<file path="src/rtl/calc_seq_ctrl.sv">
// rtl/calc_seq_ctrl.sv - operand/opcode sequencer in front of the combinational ALU
module calc_seq_ctrl #(
    parameter int DW     = 8,
    parameter int SETTLE = 1
) (
    input  logic              clk,
    input  logic              reset,
    input  logic              in_valid,
    output logic              in_ready,
    input  logic [DW-1:0]     in_data,
    input  logic              abort,
    output logic [DW-1:0]     alu_a,
    output logic [DW-1:0]     alu_b,
    output logic [1:0]        alu_op,
    input  logic [2*DW-1:0]   alu_result,
    input  logic              alu_neg,
    output logic              out_valid,
    input  logic              out_ready,
    output logic [2*DW-1:0]   out_result,
    output logic              out_neg,
    output logic              out_err,
    output logic [7:0]        op_count
);

    typedef enum logic [2:0] {
        GET_A  = 3'd0,
        GET_B  = 3'd1,
        GET_OP = 3'd2,
        EXEC   = 3'd3,
        DONE   = 3'd4
    } state_t;

    // Counter is loaded with SETTLE-1 so that capture lands SETTLE edges after the opcode beat.
    localparam logic [3:0] SETTLE_LOAD = 4'(SETTLE - 1);

    state_t     state;
    logic [3:0] settle_cnt;

    // Beats are only accepted while collecting operands; held low during reset so
    // nothing upstream sees a spurious ready.
    assign in_ready = reset && ((state == GET_A) || (state == GET_B) || (state == GET_OP));

    // Transaction FSM: operand collection, settle wait, result capture and hand-off.
    always_ff @(posedge clk or negedge reset) begin
        if (!reset) begin
            state      <= GET_A;
            settle_cnt <= 4'd0;
            alu_a      <= '0;
            alu_b      <= '0;
            alu_op     <= 2'b00;
            out_result <= '0;
            out_neg    <= 1'b0;
            out_err    <= 1'b0;
            out_valid  <= 1'b0;
            op_count   <= 8'd0;
        end else begin
            case (state)
                GET_A: begin
                    // abort has nothing to cancel here, so the beat is taken normally
                    if (in_valid) begin
                        alu_a <= in_data;
                        state <= GET_B;
                    end
                end
                GET_B: begin
                    if (abort) begin
                        state <= GET_A;
                    end else if (in_valid) begin
                        alu_b <= in_data;
                        state <= GET_OP;
                    end
                end
                GET_OP: begin
                    if (abort) begin
                        state <= GET_A;
                    end else if (in_valid) begin
                        alu_op     <= in_data[1:0];
                        settle_cnt <= SETTLE_LOAD;
                        state      <= EXEC;
                    end
                end
                EXEC: begin
                    if (abort) begin
                        state <= GET_A;
                    end else if (settle_cnt == 4'd0) begin
                        // reserved opcode yields a clean zero result flagged as error
                        if (alu_op == 2'b11) begin
                            out_result <= '0;
                            out_neg    <= 1'b0;
                            out_err    <= 1'b1;
                        end else begin
                            out_result <= alu_result;
                            out_neg    <= alu_neg;
                            out_err    <= 1'b0;
                        end
                        out_valid <= 1'b1;
                        state     <= DONE;
                    end else begin
                        settle_cnt <= settle_cnt - 4'd1;
                    end
                end
                DONE: begin
                    // abort is deliberately ignored: a produced result must be consumed
                    if (out_ready) begin
                        out_valid <= 1'b0;
                        op_count  <= op_count + 8'd1;
                        state     <= GET_A;
                    end
                end
                default: begin
                    state <= GET_A;
                end
            endcase
        end
    end

endmodule

</file>
<file path="config.mk">
export PLATFORM = sky130hd
export DESIGN_NAME = calc_seq_ctrl
export DESIGN_NICKNAME = d
export VERILOG_FILES = /design/src/rtl/calc_seq_ctrl.sv
export SDC_FILE = /design/constraint.sdc
export NUM_CORES = 1
export LEC_CHECK = 0
export ABC_AREA = 1
export CAP_MARGIN = 0
export CORE_ASPECT_RATIO = 1.2
export CORE_MARGIN = 2
export CORE_UTILIZATION = 49
export DETAILED_ROUTE_END_ITERATION = 8
export PLACE_DENSITY = 0.85
export RECOVER_POWER = 100
export SYNTH_ARGS = -nofsm -noshare
export SYNTH_HDL_FRONTEND = slang
export SYNTH_SLANG_ARGS = --single-unit
export TNS_END_PERCENT = 10
</file>
<file path="constraint.sdc">
create_clock -name clk -period 3.55 [get_ports clk]
set_clock_uncertainty 0.1 [all_clocks]
set_input_delay 0.71 -clock clk [delete_from_list [all_inputs] [get_ports clk]]
set_output_delay 0.71 -clock clk [all_outputs]
set_load 0.01 [all_outputs]
</file>
# Yosys cells after proc, flatten, opt, wreduce, memory -nomap -nowiden
# Index checks and enable logic that the tools add are counted.
[op_classes] reduce_logical=15 addsub=2 n_mux=21 n_eq_ne=15 bitwise_logic=1
[op_table] operator="2-to-1 mux 3 bit" n=8
[op_table] operator="2-to-1 mux 16 bit" n=1
[op_table] operator="2-to-1 mux 4 bit" n=4
[op_table] operator="one-hot mux 3 bit (5 select lines)" n=1
[op_table] operator="inequality test 2 bit, second input constant" n=7
[op_table] operator="AND reduction 5 bit" n=2
[op_table] operator="inequality test 3 bit, second input constant" n=3
[op_table] operator="AND reduction 3 bit" n=3
[op_table] operator="adder 8 x 1 -> 8 bit, second input constant" n=1
[op_table] operator="one-hot mux 4 bit (2 select lines)" n=1
[op_table] operator="== test 3 x 2 -> 1 bit, second input constant" n=2
[op_table] operator="2-to-1 mux 1 bit" n=5
[op_table] operator="logical NOT 4 bit" n=1
[op_table] operator="AND reduction 2 bit" n=2
[op_table] operator="AND reduction 4 bit" n=1
[op_table] operator="nonzero test 2 bit" n=2
[op_table] operator="subtractor 4 x 1 -> 4 bit, second input constant" n=1
[op_table] operator="== test 3 x 1 -> 1 bit, second input constant" n=1
[op_table] operator="== test 3 bit, second input constant" n=1
[op_table] operator="logical NOT 3 bit" n=1
[op_table] operator="== test 2 bit, second input constant" n=1
[op_table] operator="logical OR 1 bit" n=2
[op_table] operator="one-hot mux 1 bit (2 select lines)" n=1
[op_table] operator="logical AND 1 bit" n=1
[op_table] operator="NOT 1 bit" n=1
[word_totals] elab_cells=64 input_bits=30 output_inout_bits=46 regBits=52

# Longest topological paths before layout
# Gate-level depths: netlist (run 1).
[logic_depth] word_depth=4 mapped_depth=9 ltp_nobuf=9

# Worst setup path before layout (run 1)
# Ideal clock, no wire load.
[synth_path] path_kind="input to output" start="input reset" end="output in_ready" arrival_time_ns=0.922 path_slack_ns=1.818 t_required_ns=2.740 n_path_buf=0 cell_stages=2 path_cell_list="nand2_1 -> nor2_1"
[synth_via] elab_chain_len=1
[synth_lines] item="start, declared" line_no="7" text="input logic reset,"
[synth_lines] item="logical AND 1 bit" line_no="41" text="assign in_ready = reset && ((state == GET_A) || (state == GET_B) || (state == GET_OP));"
[synth_lines] item="end, declared" line_no="9" text="output logic in_ready,"
# No other way between the ends.

# Final worst setup path (run 1)
[layout_path] start="input abort" end="register out_result[14]"
[layout_via] elab_chain_len=2
[layout_lines] item="start, declared" line_no="11" text="input logic abort,"
[layout_lines] item="NOT 1 bit (no source line)"
[layout_lines] item="AND reduction 3 bit (no source line)"
[layout_lines] item="end signal, assigned" line_no="92" text="out_result <= alu_result;"
[layout_lines] item="end, declared" line_no="19" text="output logic [2*DW-1:0] out_result,"
# No other way between the ends.
# A chain may end at the register's enable or synchronous reset.

==> results.md, run 1 <==
* Placed instance area at between 3000 and 4000 sq um
* Height of the chip at a little under 80 microns
* Fmax at about 0.38 GHz
* Tmin final at 2660 ps
* Synth Instances at approximately 270
* Global-route wire length before repair at 8190 microns
* PD cells at 749 nW/um^2
* # port buffers at 75
* DRT Pass-1 Iters at 4
* Non-Filler Instances at roughly 410
* Num Clock Sinks at 52
* CP max FO at 20
* H-tree level count at 2
* Setup tns final at 0 ps
* Most frequent CP cell: nand2_1
* Critical path start-end classification: in2reg
* Final wirelength at slightly below 5000 microns
* Root Driver: clkbuf_8
* Unrepaired setup endpoints after global routing: false
* Detailed Place HPWL at approximately 3600 microns
* Yosys warnings at 0
* Crit path launch type: primary input
* Remaining antenna violation count at 0
* Vias per cell at 4.76
* Status: finished clean
* FF-to-FF Start: settle_cnt[0]$_DFFE_PN0P_
* Layout cells sized above 1 at under 10%
* Horiz. Die Dim at about 66 microns
* Crit. End Element: register
* CP Cell Sequence: dlygate4sd3_1 -> nor2_1 -> nand2_1 -> nor2_4 -> inv_1 -> a21oi_4 -> nand2_1 -> nand2_1
* Maximum VDD drop at approximately 0.47 mV
* Sequential cell area at between 1000 and 1500 sq um
* CP max stage cell: dlygate4sd3_1
* CP required at roughly 3700 ps
* Yosys reg bits at between 50 and 60
* Number of global-route vias before repair at 1,877
* Fin nets at 379
* Avg Cell Area, Syn at 8.40 sq um
* Core area at roughly 4500 sq um
* Setup bufs post-CTS at 0
* Fin crit share at 75.0%
* TritonCTS Buffers at 5
* Multi-input combinational cell area at roughly 800 sq um
* Final setup fails at 0
* Slowest cell delay on critical path at about 570 ps
* Post-CTS Resized at 0
* Final GP Congestion at ~0.88
* Total chip power at ~2.4 mW
* Boundary Pins at 76
* Die area at approximately 5200 sq um
* HP Start: out_valid$_DFFE_PN0P_
* Fill cells at slightly below 400
* Final Cell Area at 3150 sq um
* DRC violations left at 0
* Synth Cell Area at ~2300 sq um
* Pin count of the biggest net entering global routing at 53
* Hold Buf Count CTS at 0
* Initial core utilization at 49.9%
* Register area share after synthesis at approximately 58%
* Hold Violations, Final at 0
* Final Slew Violations at 0
* Initial drt markers at 123
* Syn Nets at between 300 and 400
* Initial antenna violation count at 0
* CTS tree: done
* Row count at 27
* Diodes inserted at 0
* Max cap viols at 0
* Worst Tran Pin Value at approximately 1300 ps
* Clock Pin Slew Worst Setup and Hold Paths at around 90 ps
* Grt ovf at 0
* Routed WL per cell at approximately 12 microns
* Area Overhead vs Synth at 39.5%
* Clock Path Buffers at 2
* Leakage at between 1.5 and 2 nW
* Crit path DAT at 2800 ps
* HP Class: reg2reg
* Crit. Startpoint: abort
* Cell variety after synth at 22
* Vias at roughly 1.9k
* Skew-Pair Late Insertion Delay at about 300 ps
* Dpl cells at between 300 and 400
* GR Util All Layers at between 20% and 30%
* Slew HR at around 16%
-- critical path, delay by kind of cell --
kind / cells / cell delay, ps
and+or+nand+nor: 5 / 760
AOI/OAI and AO/OA: 1 / 490
buffers and inverters: 2 / 840
-- logic make-up (layout without fill, tap and decap cells) --
group                      count (synthesis)  after routing  share of synthesized area [%]
xor gates and xnor gates                   4              4                           1.55
buffers and inverters                     33            112                           5.92
DFF                                       52             52                           57.6
and+or+nand+nor                          152            152                           27.6
AOI/OAI and AO/OA                         26             26                           6.26
adders and majority gates                  2              2                           1.11
-- sequential cells by signal (all words and copies together) (netlist names) --
register / cells
out_result: 16
alu_a: 8
alu_b: 8
op_count: 8
settle_cnt: 4
state: 3
alu_op: 2
out_err: 1
out_neg: 1
out_valid: 1
-- layer usage --
layer | part of all wire, % | vias to the layer above | wire [microns] | global-route usage, %
met4 | 1.4 | 0 | 70 | 7.96
met5 | 0 | - | 0 | 0
met3 | 5.5 | 6 | 270 | 6.02
met2 | 52 | 61 | 2530 | 35.2
li1 | - | 986 | - | -
met1 | 41 | 880 | 2040 | 24.4
-- metrics by stage --
step                      util, %  hold WS (ps)  setup slack (ps)
after floorplan                 -           314              1820
after global placement       67.5           363              1100
after detailed placement     67.5           364              1040
after CTS                    70.0           387              1150
after global routing         69.6           403               659
final                        69.6           377               887
-- power breakdown --
part / switching (mW) / internal [mW]
Combinational: 0.487 / 0.472
Clock: 0.191 / 0.209
Sequential: 0.165 / 0.836
-- worst paths after layout --
check                                             endpoint  slack (ps)  cells past startpoint
worst min register to register       out_valid$_DFFE_PN0P_         380                      2
worst max register to register  out_result[14]$_DFFE_PN0P_        1400                      8
worst min-delay path                 out_valid$_DFFE_PN0P_         380                      2
worst max-delay path            out_result[14]$_DFFE_PN0P_         890                      8
max in group asynchronous        out_result[2]$_DFFE_PN0P_        1890                      2
min in group asynchronous        settle_cnt[2]$_DFFE_PN0P_         710                      2
-- synthesized netlist by cell type (all sizes together) --
library cell,number,area (sq um)
dfrtp,52,1300
clkbuf,2,7.51
o21ai,25,125
nand3,13,65.1
nor3,1,5.00
nand2,121,457
nor2,12,62.6
ha,2,25.0
nand4,3,18.8
inv,27,101
a21oi,1,16.3
buf,3,21.3
xnor2,3,26.3
clkinv,1,3.75
nand3b,2,15.0
xor2,1,8.76
-- cells in the final DEF (no fill, tap or decap) --
cell and count:
nor2_4 1, clkinv_1 1, clkbuf_1 1, xnor2_1 3, a21oi_4 1, nand4_1 3
nand2_1 121, inv_1 27, bufinv_16 1, nand3b_1 2, dlygate4sd3_1 49, nor3_1 1
clkinv_2 1, ha_1 2, o21ai_1 1, clkbuf_2 1, clkdlybuf4s50_1 25, nand3_1 13
clkinvlp_4 1, o21ai_0 24, clkbuf_8 5, dfrtp_1 52, xor2_1 1, nor2_1 11
-- final cells by class --
type / instances / share of cell area (%)
clock buffers: 5 / 2.18
clock inverters: 3 / 1.35
inverters: 28 / 3.33
multi-input cells: 184 / 25.8
flip-flops and latches: 52 / 41.3
well taps: 58 / 2.30
repair buffers: 76 / 23.8
(Power assumes the default switching activity.)
==> run 2: changes to the inputs <==
--- a/config.mk
+++ b/config.mk
@@ -9,9 +9,9 @@
 export CAP_MARGIN = 0
 export CORE_ASPECT_RATIO = 1.2
 export CORE_MARGIN = 2
-export CORE_UTILIZATION = 49
+export CORE_UTILIZATION = 41
 export DETAILED_ROUTE_END_ITERATION = 8
-export PLACE_DENSITY = 0.85
+export PLACE_DENSITY = 0.76
 export RECOVER_POWER = 100
 export SYNTH_ARGS = -nofsm -noshare
 export SYNTH_HDL_FRONTEND = slang
==> constraint.sdc (replaced) <==
create_clock -name clk -period 2.15 [get_ports clk]
set_clock_uncertainty 0.1 [all_clocks]
set_input_delay 0.43 -clock clk [delete_from_list [all_inputs] [get_ports clk]]
set_output_delay 0.43 -clock clk [all_outputs]
set_load 0.01 [all_outputs]
==> run 2 against run 1 <==
Largest cell class unchanged. Non-clock buffer count grew 4. Design area barely moved. First-iteration DRC count is 19% higher. Utilization down 10 points. Critical path depth shrank 7. Sequential share of layout area about the same. Global-route usage shrank 3.3 points. Clock-buffer cell count increased by 3.
==> results.md, run 2 (synthesis results as in run 1) <==
* PD cells at 1200 nW/um^2 (was 749 nW/um^2)
* Worst path depth at 1 (was 8)
* Comb pwr share at 41.5% (was 40.6%)
* Final setup fails at 0 (unchanged)
* Clock power share at 15.0% (was 17.0%)
* Final Cell Area at 3150 sq um (about the same)
* Height of the chip at 85.3 microns (was 78.4 microns)
* Hold Worst Slack at 377 ps (about the same)
* DRT Pass-1 Iters at 4 (unchanged)
* Diodes inserted at 0 (unchanged)
* Row count at 29 (was 27)
* Max cap viols at 0 (unchanged)
* Leakage at 1.65 nW (about the same)
* Fill cells at 501 (was 386)
* FF-to-FF setup slack at 320 ps (was 1400 ps)
* GR Util All Layers at 17.4% (was 20.7%)
* Commonest non-fill, non-tap cells in the layout: nand2_1 (121), dfrtp_1 (52), dlygate4sd3_1 (47) (was nand2_1 (121), dfrtp_1 (52), dlygate4sd3_1 (49))
* CP bufs+invs at 1 (was 2)
* Switch share at 35.9% (was 35.7%)
* CP max stage cell: dlygate4sd3_1 (unchanged)
* Total chip power at 3.78 mW (was 2.36 mW)
* Vias per cell at 4.74 (was 4.76)
* H-tree level count at 2 (unchanged)
* Horiz. Die Dim at 71.8 microns (was 66.0 microns)
* Final wirelength at 4930 microns (was 4910 microns)
* Initial antenna violation count at 0 (unchanged)
* Final GP Congestion at 0.773 (was 0.882)
* Number of global-route vias before repair at 1,851 (was 1,877)
* Layout cells sized above 1 at 3.13% (was 3.16%)
* CP max FO at 7 (was 20)
* CP Cell Sequence: dlygate4sd3_1 (was dlygate4sd3_1 -> nor2_1 -> nand2_1 -> nor2_4 -> inv_1 -> a21oi_4 -> nand2_1 -> nand2_1)
* Detailed Place HPWL at 3670 microns (was 3610 microns)
* Switch Pwr at 1.36 mW (was 0.843 mW)
* Global-route wire length before repair at 8450 microns (was 8190 microns)
* Critical path start-end classification: reg2out (was in2reg)
* # port buffers at 75 (unchanged)
* FF-to-FF Start: settle_cnt[0]$_DFFE_PN0P_ (unchanged)
* Routed WL per cell at 11.9 microns (was 12.1 microns)
* Clock Pin Slew Worst Setup and Hold Paths at 90 ps (about the same)
* Clock Path Buffers at 2 (unchanged)
* CP delay by family, top: buffers and inverters (unchanged)
* Crit path launch type: register (was primary input)
* Setup tns final at 0 ps (unchanged)
* Slowest cell delay on critical path at 640 ps (was 570 ps)
* Non-Filler Instances at 414 (was 406)
* Internal power at 2.43 mW (was 1.52 mW)
* Slew HR at 16.6% (was 16.2%)
* Hold Path Sink: out_result[1]$_DFFE_PN0P_ (was out_valid$_DFFE_PN0P_)
* Crit. End Element: output port (was register)
* Crit path DAT at 1420 ps (was 2800 ps)
* Die area at 6120 sq um (was 5170 sq um)
* HP Class: reg2reg (unchanged)
* TritonCTS Buffers at 5 (unchanged)
* HP Start: out_result[1]$_DFFE_PN0P_ (was out_valid$_DFFE_PN0P_)
* Fin crit share at slightly above 90%
* R2R Path End: out_result[9]$_DFFE_PN0P_ (was out_result[14]$_DFFE_PN0P_)
* Vias at 1,964 (was 1,933)
* DRC violations left at 0 (unchanged)
* Maximum VDD drop at 0.727 mV (was 0.474 mV)
* Tmin final at 1950 ps
* CP required at 1620 ps (was 3690 ps)
* Fin nets at 383 (was 379)
* Final Slew Violations at 0 (unchanged)
* Grt ovf at 0 (unchanged)
* Num Clock Sinks at 52 (unchanged)
* Hold Buf Count CTS at 0 (unchanged)
* Hold path depth at 2 (unchanged)
* Cell count of the worst reg-to-reg path at 8 (unchanged)
* Area Overhead vs Synth at 39.4% (was 39.5%)
* Unrepaired setup endpoints after global routing: false (unchanged)
* Max reg flops at 16 (unchanged)
* Skew-Pair Late Insertion Delay at 300 ps (about the same)
* Pin count of the biggest net entering global routing at 53 (unchanged)
* CTS tree: done (unchanged)
* Core area at 5300 sq um (was 4530 sq um)
* Leading cell type in the layout, fill and taps excluded: nand2_1 (unchanged)
* Remaining antenna violation count at 0 (unchanged)
* Boundary Pins at 76 (unchanged)
* Initial drt markers at 146 (was 123)
* Reg with most FFs: out_result (unchanged)
* Placed instance area at 3090 sq um (was 3060 sq um)
* Hold Violations, Final at 0 (unchanged)
* Reg power frac at 43.5% (was 42.4%)
* Root Driver: clkbuf_8 (unchanged)
* Initial core utilization at 42.7% (was 49.9%)
* Status: finished clean (unchanged)
* Worst Tran Pin Value at 1250 ps (was 1260 ps)
* Fmax at between 0.5 and 0.6 GHz
* Dpl cells at 406 (was 398)
-- run 2: stage by stage --
stage	worst slack (ps)	util, %
2_1_floorplan	552	-
5_1_grt	87.0	59.5
6_report	197	59.5
3_5_place_dp	134	58.4
3_3_place_gp	173	58.4
4_1_cts	236	60.0
-- run 2: area by class of cell --
type	instances	area, sq um	area share, %
inverters	28	105	3.34
repair buffers	80	764	24.3
flip-flops and latches	52	1300	41.3
multi-input cells	184	812	25.8
clock buffers	8	90.1	2.86
well taps	62	77.6	2.46
-- run 2: power by group through the flow --
stage / logic [mW] / registers [mW] / clock network (mW)
floorplan: 0.651 / 1.81 / 0
global placement: 1.72 / 1.67 / 0
detailed placement: 1.76 / 1.68 / 0
CTS: 1.76 / 1.67 / 0.581
global route: 1.75 / 1.71 / 0.633
finish: 1.57 / 1.65 / 0.566
-- run 2: worst max-delay path by stage --
stage | endpoint | from | slack (ps)
final | op_count[0] | op_count[0]$_DFFE_PN0P_ | 200
after global routing | alu_b[1]$_DFFE_PN0P_ | abort | 90
after CTS | in_ready | state[1]$_DFFE_PN0P_ | 240
after detailed placement | out_result[7]$_DFFE_PN0P_ | abort | 130
after global placement | settle_cnt[1]$_DFFE_PN0P_ | abort | 170
after floorplan | out_result[10]$_DFFE_PN0P_ | settle_cnt[0]$_DFFE_PN0P_ | 550
-- run 2: per-layer routing --
metal / share of wire [%] / track usage (%)
met5: 0 / 0
met4: 1.5 / 5.83
met2: 50 / 28.5
met3: 5.9 / 5.23
met1: 42 / 22.0
-- run 2: what timing repair did --
action / in CTS / in global routing
buffers inserted: 0 / 0
gates resized for setup: 1 / 0
setup endpoints to repair: 1 / 0
==> RTL edit 1: new RTL, config.mk and constraints of run 2 <==
Set the parameter `DW` to 12 (it was 8).
--- a/src/rtl/calc_seq_ctrl.sv
+++ b/src/rtl/calc_seq_ctrl.sv
@@ -1,6 +1,6 @@
 // rtl/calc_seq_ctrl.sv - operand/opcode sequencer in front of the combinational ALU
 module calc_seq_ctrl #(
-    parameter int DW     = 8,
+    parameter int DW     = 12,
     parameter int SETTLE = 1
 ) (
     input  logic              clk,
Ports: changed (5 resized); port bits go from 76 to 104. The function was not compared with the original's and may differ.
==> RTL edit 1 against run 2 <==
  * Maximum frequency up 2.4%
  * Utilization up 2.0 points
  * Final area up 33%
  * Largest cell class unchanged
  * Sequential share of layout area down 0.63 points
  * Cell count up 28%
  * Area after synthesis up 27%
  * Total power up 45%
  * Largest power group unchanged
  * Wire length up 35%
  * Worst setup slack better by 47 ps
  * Sequential cell count up 16
  * Combinational power up 38%
==> RTL edit 1: results (changes against run 2) <==
detailed_routing:
  iter_0_drt_violations: 105  # -28%
  route.detailed.vias_per_inst: 4.65  # -2.0%
  met2WireLength_um: 3310  # +33%
clocking:
  cts-buffers-inserted: 9  # +4
  cts_repair_resize_count: 4  # +3
  clk_pin_slew_ps: 70  # -20 ps
  htree_levels: 3  # +1
cells_and_area:
  nNetsFinal: 482  # +26%
global_routing:
  grt_max_degree: 69  # +30%
  grtUsageTotal_pct: 18.6  # +1.2 points
  grt_use_met3_pct: 7.10  # +1.9 points
  number_of_global_route_vias_before_repair: 2521  # +36%
  first_pass_grt_wire_length_um: 11000  # +30%
placement:
  count_of_buffers_from_port_buffering: 103  # +37%
  gp_congestion: 0.781  # +0.96%
  hpwl_um: 4870  # +33%
  post_place_cells: 514  # +27%
  placement_stage_worst_setup_slack_ps: 177  # +43.0 ps
yosys:
  syn-instance-count: 328  # +22%
  synth_area_leaders: "dfrtp_1 59%, nand2_1 18%, o21ai_0 5.8%"
  synth_fp_nets: 372  # +24%
  synth_top_cells_by_count: "141 x nand2_1, 68 x dfrtp_1, 38 x inv_1"
power_and_ir_drop:
  max-vdd-ir-drop_mv: 0.853  # +17%
  static-leakage-power_uw: 0.00221  # +34%
setup_path:
  timing.critical_path.arrival_ps: 1380  # -40 ps
  cpPeakStageDelay_ps: 620  # -20 ps
  worstRegToRegCells: 7  # -1
sta:
  tightest_slew_ps: 867  # -385 ps
hold_path:
  hold_class: "input port to async pin"
outcome:
  status: "completed"
-- RTL edit 1: worst reg2reg max path, delay by kind of cell (launching register included) --
kind / cells / cell delay [ps]
AND/OR/NAND/NOR: 3 / 400
AO/OA/AOI/OAI: 1 / 310
flip-flops: 1 / 400
buffers and inverters: 2 / 290
adder cells (fa/ha/maj): 1 / 220
-- RTL edit 1: logic make-up after synthesis --
| group | count (synthesis) | synth area share [%] |
|---|---|---|
| AO/OA/AOI/OAI | 37 | 6.98 |
| XOR/XNOR | 5 | 1.53 |
| flip-flops | 68 | 59.3 |
| buffers and inverters | 47 | 6.76 |
| AND/OR/NAND/NOR | 169 | 24.5 |
| adder cells (fa/ha/maj) | 2 | 0.872 |
-- RTL edit 1: final cells by class --
class	count	area (µm²)
Clock buffer	12	135
Clock inverter	4	73.8
Fill cell	578	2630
Inverter	38	143
Multi-Input combinational cell	213	943
Sequential cell	68	1700
Tap cell	87	109
Timing Repair Buffer	108	1080
-- RTL edit 1: power breakdown --
part | total [µW] | switching (µW) | internal (µW)
sequential | 2190 | 347 | 1850
clock | 1120 | 463 | 655
combinational | 2170 | 1070 | 1100
-- RTL edit 1: path summary, 6_finish.rpt --
check | start | to | slack (ps)
setup reg to reg | settle_cnt[0]$_DFFE_PN0P_ | out_result[3]$_DFFE_PN0P_ | 370
hold / removal | reset | alu_a[9]$_DFFE_PN0P_ | 330
setup / recovery | op_count[0]$_DFFE_PN0P_ | op_count[0] | 240
min in group clk | out_result[8]$_DFFE_PN0P_ | out_result[8]$_DFFE_PN0P_ | 370
max in group asynchronous | reset | state[0]$_DFFE_PN0P_ | 1050
hold reg to reg | out_result[8]$_DFFE_PN0P_ | out_result[8]$_DFFE_PN0P_ | 370
==> RTL edit 2: new RTL, flow settings as in run 2 <==
Without the edit above. The 5 states of `state_t` get a one-hot encoding in 5 bits.
--- a/src/rtl/calc_seq_ctrl.sv
+++ b/src/rtl/calc_seq_ctrl.sv
@@ -22,12 +22,12 @@
     output logic [7:0]        op_count
 );
 
-    typedef enum logic [2:0] {
-        GET_A  = 3'd0,
-        GET_B  = 3'd1,
-        GET_OP = 3'd2,
-        EXEC   = 3'd3,
-        DONE   = 3'd4
+    typedef enum logic [4:0] {
+        GET_A  = 5'b00001,
+        GET_B  = 5'b00010,
+        GET_OP = 5'b00100,
+        EXEC   = 5'b01000,
+        DONE   = 5'b10000
     } state_t;
 
     // Counter is loaded with SETTLE-1 so that capture lands SETTLE edges after the opcode beat.
Formal check against the unedited RTL: no difference found for any inputs over 10 cycles, from zero or initial values and one cycle with reset low; not proved beyond that.
==> RTL edit 2 against run 2 <==
  * First-iteration DRC count fell by 34%
  * Area after synthesis increased by 7.3%
  * Die area up 6.9%
  * Total power down 7.9%
  * Hold slack better by 5.4 ps
  * Wire length grew 12%
  * Worst setup slack worse by 46 ps
  * Sequential cell count grew 2
  * Final area rose by 7.5%
==> RTL edit 2: results (changes against run 2) <==
detailed_routing:
  met3RoutedLength_um: 343  # +17%
  met2WireLength_um: 2760  # +11%
  iter_0_drt_violations: 97  # -34%
  wl_met1_um: 2280  # +9.6%
  route.vias.total: 2139  # +8.9%
  final_routed_wirelength_across_all_metal_layers_um: 5500  # +12%
  topRoutingLayerUsed: "met4"
setup_path:
  cpPeakStageDelay_ps: 560  # -80 ps
  critical_path.reg2reg.startpoint: "state[0]$_DFFE_PN1P_"
  timing.critical_path.arrival_ps: 1470  # +50 ps
  crit_path_top_delay_cell: "dfstp_2"
  largest_delay_contributor_family_on_the_critical_path: "flip-flops"
  critical_path.reg2reg.endpoint: "op_count[4]$_DFFE_PN0P_"
  worstRegToRegCells: 7  # -1
  maximum_net_fanout_on_the_critical_path: 3  # -4
  r2r_setup_slack_ps: 240  # -80 ps
yosys:
  synth_fp_nets: 315  # +4.7%
  synth.yosys.seq_area_share_pct: 55.8  # -1.8 points
  synth_compound_gate_area_share_pct: 6.45  # +0.20 points
  yosys.area_share.adder_pct: 1.03  # -0.075 points
  synth_area_leaders: "dfrtp_1 55%, nand2_1 18%, o21ai_0 4.7%"
  synth_area_mm2: 0.00242  # +7.3%
  synthXorXnorAreaFrac_pct: 2.17  # +0.62 points
  synth_cell_types: 27  # +23%
  synth_top_cells_by_count: "114 x nand2_1, 53 x dfrtp_1, 29 x inv_1"
  synth.top_cell.area_share_pct: 54.7  # -2.9 points
global_routing:
  global_route.usage.met2_pct: 30.6  # +2.1 points
  grt_max_degree: 55  # +3.8%
  grt_use_met3_pct: 4.67  # -0.56 points
  number_of_global_route_vias_before_repair: 2064  # +12%
  gr-usage-met1_pct: 21.4  # -0.60 points
  grtUsageTotal_pct: 17.8  # +0.39 points
  first_pass_grt_wire_length_um: 9120  # +7.9%
placement:
  gp_congestion: 0.890  # +15%
  hpwl_um: 3890  # +6.0%
  post_place_cells: 441  # +8.6%
  place_area_mm2: 0.00330  # +6.8%
  placement_stage_worst_setup_slack_ps: 88.0  # -46.4 ps
power_and_ir_drop:
  share_seq_of_total_power_pct: 44.1  # +0.6 points
  switching_share_pct: 34.6  # -1.3 points
  clock_power_share_pct: 16.1  # +1.1 points
  max-vdd-ir-drop_mv: 0.627  # -14%
sta:
  max-slew-margin-rel_pct: 13.1  # -3.5 points
  fin_worst_hold_slack_ps: 383  # +5.41 ps
cells_and_area:
  fin_cells: 454  # +9.7%
  nNetsFinal: 405  # +5.7%
  area_growth_pct: 39.8
  multiInputGateArea_um2: 912  # +12%
  drive_gt1_share_pct: 8.02  # +4.9 points
  layout.area.seq_mm2: 0.00135  # +3.9%
  final-clk-cell-share_pct: 2.66  # -0.20 points
  nonClockBufferCount: 88  # +10%
  nonClkBufAreaFrac_pct: 24.2  # -0.041 points
  nNonClkInverters: 30  # +7.1%
hold_path:
  hold_path.startpoint: "out_valid$_DFFE_PN0P_"
  worst_hold_path.endpoint: "out_valid$_DFFE_PN0P_"
outcome:
  status: "completed"
clocking:
  cts_num_sinks: 54  # +3.8%
[RTL edit 2: changes by cell type in the layout (fill, tap and decap cells not counted), moves of 3 or more]
cell and delta:
buf_4 +8, nand2_1 -7, a21oi_1 +3, inv_1 +3
nor2_1 +3
[RTL edit 2: what timing repair did]
action,CTS,global route
setup endpoints to repair,1,1
hold endpoints to repair,0,0
buffers inserted,2,3
pin swaps,1,1
resized for setup,1,4
[RTL edit 2: worst max-delay path by stage]
stage                                         start                       to  slack [ps]  cells past startpoint
after floorplan           settle_cnt[0]$_DFFE_PN0P_      out_err$_DFFE_PN0P_         500                      8
after global placement         state[0]$_DFFE_PN1P_                 in_ready         120                      7
after detailed placement       state[2]$_DFFE_PN0P_                 in_ready          90                      8
after CTS                      state[0]$_DFFE_PN1P_                 in_ready          10                      8
after global routing           state[0]$_DFFE_PN1P_  op_count[4]$_DFFE_PN0P_          20                      7
final                          state[0]$_DFFE_PN1P_                 in_ready         150                      7
